[src/rtl/issue_scoreboard.sv]
// Dual-slot issue controller: operand forwarding selects, split-issue/stall control, MUL/LSU sequencing.
// Optional macro SCOREBOARD_WB_FWD_EN enables writeback forwarding (codes 6/7); otherwise wb-only hits stall one cycle.
module issue_scoreboard #(
  parameter int unsigned MUL_LATENCY = 3
) (
  input  logic       clk,
  input  logic       rst_n,
  input  logic       flush,
  input  logic       dec_valid0,
  input  logic       dec_valid1,
  input  logic [4:0] dec_rs1_0,
  input  logic [4:0] dec_rs2_0,
  input  logic [4:0] dec_rd_0,
  input  logic [4:0] dec_rs1_1,
  input  logic [4:0] dec_rs2_1,
  input  logic [4:0] dec_rd_1,
  input  logic       dec_reg_write0,
  input  logic       dec_reg_write1,
  input  logic [1:0] dec_unit0,
  input  logic [1:0] dec_unit1,
  input  logic       lsu_data_valid,
  output logic [2:0] hazard_select1_0,
  output logic [2:0] hazard_select2_0,
  output logic [2:0] hazard_select1_1,
  output logic [2:0] hazard_select2_1,
  output logic       issue0,
  output logic       issue1,
  output logic       fetch_stall,
  output logic       mul_busy
);

  localparam logic [1:0] UNIT_MUL = 2'd2;
  localparam logic [1:0] UNIT_LSU = 2'd3;

  localparam int unsigned CNT_W = (MUL_LATENCY > 1) ? $clog2(MUL_LATENCY) : 1;
  localparam logic [CNT_W-1:0] MUL_LOAD = CNT_W'(MUL_LATENCY - 1);

  logic [1:0]      ex_valid, ex_wr;
  logic [1:0][4:0] ex_rd;
  logic [1:0][1:0] ex_unit;
  logic [1:0]      wb_valid, wb_wr;
  logic [1:0][4:0] wb_rd;
  logic [CNT_W-1:0] mul_cnt;
  logic            half_done;

  logic [1:0]      ex_done;
  logic            ex_hold;
  logic            slot0_v;
  logic [3:0][4:0] opr;
  logic [3:0]      op_live;
  logic [3:0][2:0] sel;
  logic [3:0]      op_raw;
  logic [3:0]      op_wbw;
  logic [1:0]      hit_ex, hit_wb;
  logic            raw_stall, wb_stall, dep, pair_conflict, go, split;

  function automatic logic [2:0] ex_code(input logic [1:0] unit, input logic lane);
    case (unit)
      UNIT_MUL: ex_code = lane ? 3'd4 : 3'd3;
      UNIT_LSU: ex_code = 3'd5;
      default:  ex_code = lane ? 3'd2 : 3'd1;
    endcase
  endfunction

  always_comb begin
    ex_done = '1;
    for (int unsigned k = 0; k < 2; k++) begin
      case (ex_unit[k])
        UNIT_MUL: ex_done[k] = (mul_cnt == '0);
        UNIT_LSU: ex_done[k] = lsu_data_valid;
        default:  ex_done[k] = 1'b1;
      endcase
    end
  end

  assign ex_hold = |(ex_valid & ~ex_done);
  assign slot0_v = dec_valid0 & ~half_done;

  // Operand order: rs1_0, rs2_0, rs1_1, rs2_1. Lane 1 is younger, so it is checked first.
  always_comb begin
    opr     = {dec_rs2_1, dec_rs1_1, dec_rs2_0, dec_rs1_0};
    op_live = {dec_valid1, dec_valid1, slot0_v, slot0_v};
    sel     = '0;
    op_raw  = '0;
    op_wbw  = '0;
    hit_ex  = '0;
    hit_wb  = '0;
    for (int unsigned i = 0; i < 4; i++) begin
      for (int unsigned k = 0; k < 2; k++) begin
        hit_ex[k] = ex_valid[k] & ex_wr[k] & (ex_rd[k] == opr[i]) & (opr[i] != 5'd0);
        hit_wb[k] = wb_valid[k] & wb_wr[k] & (wb_rd[k] == opr[i]) & (opr[i] != 5'd0);
        op_raw[i] = op_raw[i] | (hit_ex[k] & ~ex_done[k] &
                                 ((ex_unit[k] == UNIT_MUL) | (ex_unit[k] == UNIT_LSU)));
      end
      if (hit_ex[1]) begin
        sel[i] = ex_code(ex_unit[1], 1'b1);
      end else if (hit_ex[0]) begin
        sel[i] = ex_code(ex_unit[0], 1'b0);
      end else if (hit_wb[0]) begin
`ifdef SCOREBOARD_WB_FWD_EN
        sel[i] = 3'd6;
`else
        op_wbw[i] = 1'b1;
`endif
      end else if (hit_wb[1]) begin
`ifdef SCOREBOARD_WB_FWD_EN
        sel[i] = 3'd7;
`else
        op_wbw[i] = 1'b1;
`endif
      end
      op_raw[i] = op_raw[i] & op_live[i];
      op_wbw[i] = op_wbw[i] & op_live[i];
    end
  end

  assign hazard_select1_0 = sel[0];
  assign hazard_select2_0 = sel[1];
  assign hazard_select1_1 = sel[2];
  assign hazard_select2_1 = sel[3];

  assign raw_stall     = |op_raw;
  assign wb_stall      = |op_wbw;
  assign dep           = dec_reg_write0 & (dec_rd_0 != 5'd0) &
                         ((dec_rs1_1 == dec_rd_0) | (dec_rs2_1 == dec_rd_0));
  assign pair_conflict = ((dec_unit0 == UNIT_MUL) & (dec_unit1 == UNIT_MUL)) |
                         ((dec_unit0 == UNIT_LSU) & (dec_unit1 == UNIT_LSU));
  assign go            = ~flush & ~ex_hold & ~raw_stall & ~wb_stall;
  assign split         = go & slot0_v & dec_valid1 & (dep | pair_conflict);

  assign issue0      = go & slot0_v;
  assign issue1      = go & dec_valid1 & ~split;
  assign fetch_stall = ex_hold | raw_stall | wb_stall | split;
  assign mul_busy    = (|(ex_valid & {ex_unit[1] == UNIT_MUL, ex_unit[0] == UNIT_MUL})) &
                       (mul_cnt != '0);

  always_ff @(posedge clk or negedge rst_n) begin
    if (!rst_n) begin
      ex_valid  <= '0;
      ex_wr     <= '0;
      ex_rd     <= '0;
      ex_unit   <= '0;
      wb_valid  <= '0;
      wb_wr     <= '0;
      wb_rd     <= '0;
      mul_cnt   <= '0;
      half_done <= 1'b0;
    end else begin
      if (!ex_hold) begin
        wb_valid   <= ex_valid;
        wb_wr      <= ex_wr;
        wb_rd      <= ex_rd;
        ex_valid   <= {issue1, issue0};
        ex_wr      <= {dec_reg_write1, dec_reg_write0};
        ex_rd[0]   <= dec_rd_0;
        ex_rd[1]   <= dec_rd_1;
        ex_unit[0] <= dec_unit0;
        ex_unit[1] <= dec_unit1;
      end
      if ((issue0 && dec_unit0 == UNIT_MUL) || (issue1 && dec_unit1 == UNIT_MUL)) begin
        mul_cnt <= MUL_LOAD;
      end else if (mul_cnt != '0) begin
        mul_cnt <= mul_cnt - 1'b1;
      end
      if (flush || issue1) begin
        half_done <= 1'b0;
      end else if (split) begin
        half_done <= 1'b1;
      end
    end
  end

endmodule

[config.mk]
export PLATFORM = sky130hd
export DESIGN_NAME = issue_scoreboard
export DESIGN_NICKNAME = d
export VERILOG_FILES = /design/src/rtl/issue_scoreboard.sv
export SDC_FILE = /design/constraint.sdc
export NUM_CORES = 1
export LEC_CHECK = 0
export ABC_AREA = 0
export CAP_MARGIN = 5
export CORE_ASPECT_RATIO = 1.75
export CORE_UTILIZATION = 53
export DETAILED_ROUTE_END_ITERATION = 16
export HOLD_SLACK_MARGIN = 0.1
export PLACE_DENSITY = 0.9
export SLEW_MARGIN = 0
export SYNTH_ARGS = -nofsm -noshare
export SYNTH_HDL_FRONTEND = slang
export SYNTH_SLANG_ARGS = --single-unit
[constraint.sdc]
create_clock -name clk -period 3.6 [get_ports clk]
set_clock_uncertainty 0.15 [all_clocks]
set_input_delay 0.72 -clock clk [delete_from_list [all_inputs] [get_ports clk]]
set_output_delay 0.72 -clock clk [all_outputs]
set_load 0.03 [all_outputs]
==> impl_metrics.yaml, run 1 <==
outcome:
  outcome: "complete, no violations"
min_path:
  hold_class: "flip-flop to flip-flop"
  holdPathStages: 2
yosys:
  synth-xor-area-share_pct: 26.15
  yosysMostFrequentCell: "xnor2_1"
  synth_compound_area_share_pct: 10.34
  synthSimpleGateAreaFrac_pct: 15.69
  synth_ff_type: "dfrtp_1"
  synth_top_area_share_pct: 29.06
  synthTopCellsByArea: "dfrtp_1 (29%), xnor2_1 (14%), xor2_1 (12%)"
  async_flop_share_pct: 100.0
  yosysWarnings: 0
  synth_top_family_by_area: "XOR/XNOR gates"
  syn_area_per_cell_um2: 9.134
  synth_edf_count: 0
  ys_ff_latch: 35
  seq_area_frac_synth_pct: 29.06
  muxShareOfSynthArea_pct: 10.79
  ys_types: 54
  synth_adder_area_share_pct: 0.4151
  syn_nets: 373
  yosysTopAreaCell: "dfrtp_1"
  synth_area_um2: 3014
  synthTopCellsByCount: "xnor2_1 (48), xor2_1 (42), dfrtp_1 (35)"
  syn_inst: 330
global_route:
  grt_first_pass_wirelength_mm: 13.55
  grt-ovfl-total: 0
  grt_max_degree: 36
  antenna_found_initial: 0
  grtUsageTotal_pct: 30.24
  grt_pass1_vias: 2819
power:
  peakVddDrop_v: 0.0003047
  power_uw: 1979
  p_leak_uw: 0.001733
  p_int_uw: 1172
  power_switching_uw: 807.3
  swShare_pct: 40.79
  pwr-share-comb_pct: 45.0
  p_per_area_nw_per_um2: 497.2
  p_clk_share_pct: 15.8
  p_seq_share_pct: 39.2
place:
  portBuffers: 57
  hpwl_mm: 6.528
  routabilityCongestion: 0.9489
  dp.cells: 466
clock_tree:
  cts-root-buf: "clkbuf_8"
  cts_sinks: 35
  clk_pin_slew_ns: 0.07
  worstSkewPairLatency_ns: 0.29
  numCtsBuffers: 5
  ctsHoldBuffers: 0
  cts_tree: "done"
  htreeDepth: 2
  ctsLongestPathBuffers: 2
worst_setup_path:
  cp_num_buf_inv: 2
  rr_worst_depth: 11
  critical_path_class: "primary input to output port"
  endpoint_kind: "output port"
  required_ns: 2.73
  critPathLaunchType: "primary input"
  crit_family: "compound AO/OA/AOI/OAI gates"
  rrSetupSlack_ns: 0.86
  cp_max_fo: 6
  slowest_stage: "o41a_2"
  cp_slowest_stage_delay_ns: 0.39
  crit_cells: 9
  cp_cell_sequence: "dlygate4sd2_1, xor2_1, nor4_1, a32oi_1, o41a_2, o41ai_2, or2_1, a21o_1, buf_4"
  cp.arrival_ns: 2.65
floorplanning:
  die_h_um: 101.8
  num_rows: 36
  core_um2: 5540
  die_w_um: 59.01
  dieArea_um2: 6004
  start_util_pct: 54.40
  ios: 58
flow_run:
  cap_violations: 0
timing:
  whs_ns: 0.3818
  finalSetupViolations: 0
  fin_crit_ns: 3.521
  max_slew_margin_pct: 69.14
  fmax_ghz: 0.2840
  worst_pin_slew_ns: 0.4629
  hold_viol: 0
  setup_tns_ns: 0
  fin_crit_sh_pct: 97.81
  finalMaxSlewViolations: 0
route:
  drt_iter0_drc: 131
  drtPass1Iterations: 4
  avgRoutedWirePerCell_um: 17.91
  viasPerCell: 5.786
  drt_wl_total_mm: 8.541
  drc: 0
  vias: 2760
  drtAntennaViolNets: 0
final_layout:
  area_growth_pct: 32.09
  fin_nets: 443
  n_antenna_cell: 0
  stdcell_count: 477
  utilization_pct: 71.86
  drive_gt1_share_pct: 31.17
  num-fill-cells: 402
[logic make-up after synthesis]
| family | after synthesis |
|---|---|
| AOI/OAI and AO/OA | 40 |
| xor gates and xnor gates | 90 |
| adders and majority gates | 1 |
| buffers and inverters | 48 |
| DFF | 35 |
| muxes | 29 |
| and+or+nand+nor | 87 |
[final cells by class]
| type | instances | area, um^2 | area share, % |
|---|---|---|---|
| Timing Repair Buffer | 105 | 907.1 | 22.78 |
| Tap cell | 76 | 95.09 | 2.388 |
| Sequential cell | 35 | 875.8 | 22.00 |
| Inverter | 6 | 22.52 | 0.5657 |
| Clock buffer | 8 | 100.1 | 2.514 |
| Multi-Input combinational cell | 247 | 1981 | 49.75 |
[worst paths after layout]
| check | startpoint | endpoint |
|---|---|---|
| worst max-delay path | dec_rs1_1[0] | fetch_stall |
| worst min-delay path | wb_valid[0] | wb_valid[0] |
| worst max register to register | mul_cnt[0] | mul_cnt[0] |
| worst min register to register | wb_valid[0] | wb_valid[0] |
| max in group asynchronous | rst_n | wb_rd[3] |
| min in group asynchronous | rst_n | ex_rd[0] |
[registers in the layout, summed over array words and instances, names as in the netlist]
name and flops:
ex_rd 10, wb_rd 10, ex_unit 4, ex_valid 2
ex_wr 2, mul_cnt 2, wb_valid 2, wb_wr 2
half_done 1
[routing by layer]
| metal | routed length (um) | vias up | part of all wire [%] | track usage (%) |
|---|---|---|---|---|
| met5 | 0 | - | 0 | 0 |
| met4 | 589 | 0 | 6.9 | 19.78 |
| met3 | 399 | 50 | 4.7 | 4.215 |
| met2 | 4506 | 137 | 53 | 54.46 |
| met1 | 3046 | 1305 | 36 | 31.66 |
| li1 | - | 1268 | - | - |
[power by group through the flow]
stage | Combinational, uW | Clock [uW] | Sequential [uW]
CTS | 871 | 316 | 766
finish | 891 | 312 | 776
global route | 972 | 333 | 789
global placement | 825 | 0 | 770
detailed placement | 860 | 0 | 772
floorplan | 795 | 0 | 574
[stage by stage]
step                worst slack [ns]  area [um^2]
finish                       0.07892         3981
global route               -0.001140         3981
CTS                         0.007014         3884
detailed placement           -0.1237         3781
global placement            -0.06604         3781
floorplan                    0.08707         3020
[worst reg2reg max path: stages, from the launching register on]
cell and delay (ns):
dfrtp_1 0.39, inv_1 0.06, ha_1 0.26, mux2i_1 0.11, and3_1 0.27, a21oi_4 0.15
o41a_2 0.16, o41ai_2 0.08, buf_4 0.16, buf_4 0.14, or4_1 0.53, and2_1 0.17
[what timing repair did]
action,in CTS,in global routing
pin swaps,6,15
endpoints found under the hold margin,0,0
resized for setup,13,23
setup buffers,1,2
endpoints found under the setup margin,9,6
[cell usage in the layout (no fill, tap or decap), drive strengths merged, types with 2 or more instances in the layout]
cell           netlist  routed
or2                  2       2
dfrtp               35      35
a21oi                4       4
o22ai                9       9
and2                 2       2
nor2                 9       9
nor2b                4       4
nand3b               2       2
nand2               21      21
nand2b               2       2
nand4                8       8
clkdlybuf4s50        0      20
buf                 29      63
xnor2               48      48
inv                  6       6
or4                  6       6
nand3                6       6
nor4                 8       8
mux2                28      28
xor2                42      42
a32oi                2       2
nor3                13      13
o21ai               10      10
dlymetal6s2s         0      11
o41ai                2       2
dlygate4sd2          0      11
clkbuf              13       8
Note: power is estimated with default switching activity, not from simulation.
==> run 2, diff against run 1 <==
CORE_ASPECT_RATIO = unset   (was 1.75)
==> run 2 against run 1 <==
Total power rose by 3.5%. Setup slack worse by 0.011 ns. Sequential power is essentially flat. First-iteration DRC count is 57% higher. Non-clock buffer count is 3 higher. Maximum frequency is 0.32% lower. Global-route usage increased by 0.18 points. Hold slack worse by 0.013 ns. Combinational power is 2.4% higher. Routed wire length up 3.4%. Die area down 0.20%.
==> impl_metrics.yaml, run 2 (same netlist as run 1, synthesis figures left out) <==
final_layout:
  reg_top3: "ex_rd x10, wb_rd x10, ex_unit x4"
  num-fill-cells: 391
  final_cell_mix: "buf_4 (65), xnor2_1 (48), xor2_1 (42)"
  layout_commonest_cell: "buf_4"
  fin_nets: 446
  drive_gt1_share_pct: 32.18
  fin_area_um2: 4006
  n_antenna_cell: 0
  area_growth_pct: 32.92
clock_tree:
  clk_pin_slew_ns: 0.07
  cts_tree: "done"
  ctsLongestPathBuffers: 2
  htreeDepth: 2
  cts_sinks: 35
  cts-root-buf: "clkbuf_8"
  numCtsBuffers: 5
  ctsHoldBuffers: 0
  worstSkewPairLatency_ns: 0.30
route:
  viasPerCell: 5.968
  met2_wirelength_mm: 4.439
  drt_iter0_drc: 206
  wl_met3_um: 507
  wl_met1_mm: 3.591
  avgRoutedWirePerCell_um: 18.55
  drtAntennaViolNets: 0
  drc: 0
  highest_layer: "met4"
  vias: 2841
  drtPass1Iterations: 5
  drt_wl_total_mm: 8.829
worst_setup_path:
  cp.arrival_ns: 2.66
  critical_path_class: "primary input to output port"
  required_ns: 2.73
  cp_max_fo: 5
  endpoint_kind: "output port"
  critPathLaunchType: "primary input"
floorplanning:
  ios: 58
  core_um2: 5507
  die_h_um: 77.41
  num_rows: 27
  dieArea_um2: 5992
  start_util_pct: 54.74
  die_w_um: 77.41
global_route:
  grt_pass1_vias: 2856
  grtUsageTotal_pct: 30.42
  grt-ovfl-total: 0
  grt_max_degree: 36
  antenna_found_initial: 0
  grt_first_pass_wirelength_mm: 13.94
place:
  hpwl_mm: 6.471
  placed_cell_area_um2: 3814
  portBuffers: 57
  post-place-ws_ns: -0.1671
  routabilityCongestion: 0.9219
timing:
  finalMaxSlewViolations: 0
  fin_crit_sh_pct: 98.12
  worst_pin_slew_ns: 0.4564
  setup_tns_ns: 0
  fmax_ghz: 0.2831
  finalSetupViolations: 0
  max_slew_margin_pct: 69.57
  whs_ns: 0.3691
  worst_slack_ns: 0.06772
  fin_crit_ns: 3.532
  hold_viol: 0
min_path:
  hold_class: "flip-flop to flip-flop"
power:
  p_leak_uw: 0.001703
  peakVddDrop_v: 0.0003660
  power_uw: 2048
  p_per_area_nw_per_um2: 511.3
outcome:
  outcome: "complete, no violations"
flow_run:
  cap_violations: 0
[run 2: changes by cell type in the layout (fill, tap and decap cells not counted), sizes merged]
cell,previous run,this run
dlymetal6s2s,11,5
buf,63,66
clkbuf,8,6
clkdlybuf4s50,20,22
clkinv,0,2
dlygate4sd2,11,13
bufinv,0,1
clkdlybuf4s15,0,1
[run 2: worst paths after layout]
path / startpoint / to / slack [ns] / cells after the start
worst max-delay path: dec_rs1_1[3] / hazard_select1_1[2] / 0.07 / 9
worst min-delay path: wb_wr[0] / wb_wr[0] / 0.37 / 1
worst max register to register: ex_rd[7] / mul_cnt[0] / 1.02 / 8
worst min register to register: wb_wr[0] / wb_wr[0] / 0.37 / 1
max in group asynchronous: rst_n / ex_unit[0] / 2.28 / 2
min in group asynchronous: rst_n / wb_wr[1] / 0.68 / 2
[run 2: final cells by class]
class,count,area [um^2],share of cell area [%]
Clock buffer,5,68.82,1.718
Inverter,6,22.52,0.5621
Tap cell,72,90.09,2.249
Clock inverter,3,43.79,1.093
Multi-Input combinational cell,247,1994,49.78
Sequential cell,35,875.8,21.86
Timing Repair Buffer,108,910.9,22.74
[run 2: layer usage]
layer / global-route usage [%] / up-vias
met4: 13.02 / 0
met1: 39.16 / 1378
met5: 0 / -
met3: 3.176 / 32
met2: 51.68 / 151
li1: - / 1280
[run 2: critical path: stages]
cell and delay (ns):
dlygate4sd2_1 0.33, buf_4 0.18, xnor2_1 0.19, nand2_1 0.10
or4_4 0.52, buf_4 0.17, nand3b_1 0.14, o22ai_1 0.12
buf_4 0.19
[run 2: stage by stage]
stage	std cells	util (%)
2_1_floorplan	330	-
3_3_place_gp	467	69.26
3_5_place_dp	467	69.26
4_1_cts	476	71.55
5_1_grt	476	72.76
6_report	476	72.76
[run 2: repair_timing]
action                                  in CTS  in global routing
endpoints found under the setup margin       9                  7
setup buffers                                1                  0
gates resized for setup                     20                 19
pin swaps                                    5                  9
[run 2: where the power goes]
group / switching [uW] / leakage (uW) / internal [uW]
Sequential: 256 / 0.000415 / 519
Clock: 155 / 0.0000581 / 206
Combinational: 427 / 0.00123 / 485
Total: 839 / 0.00170 / 1210
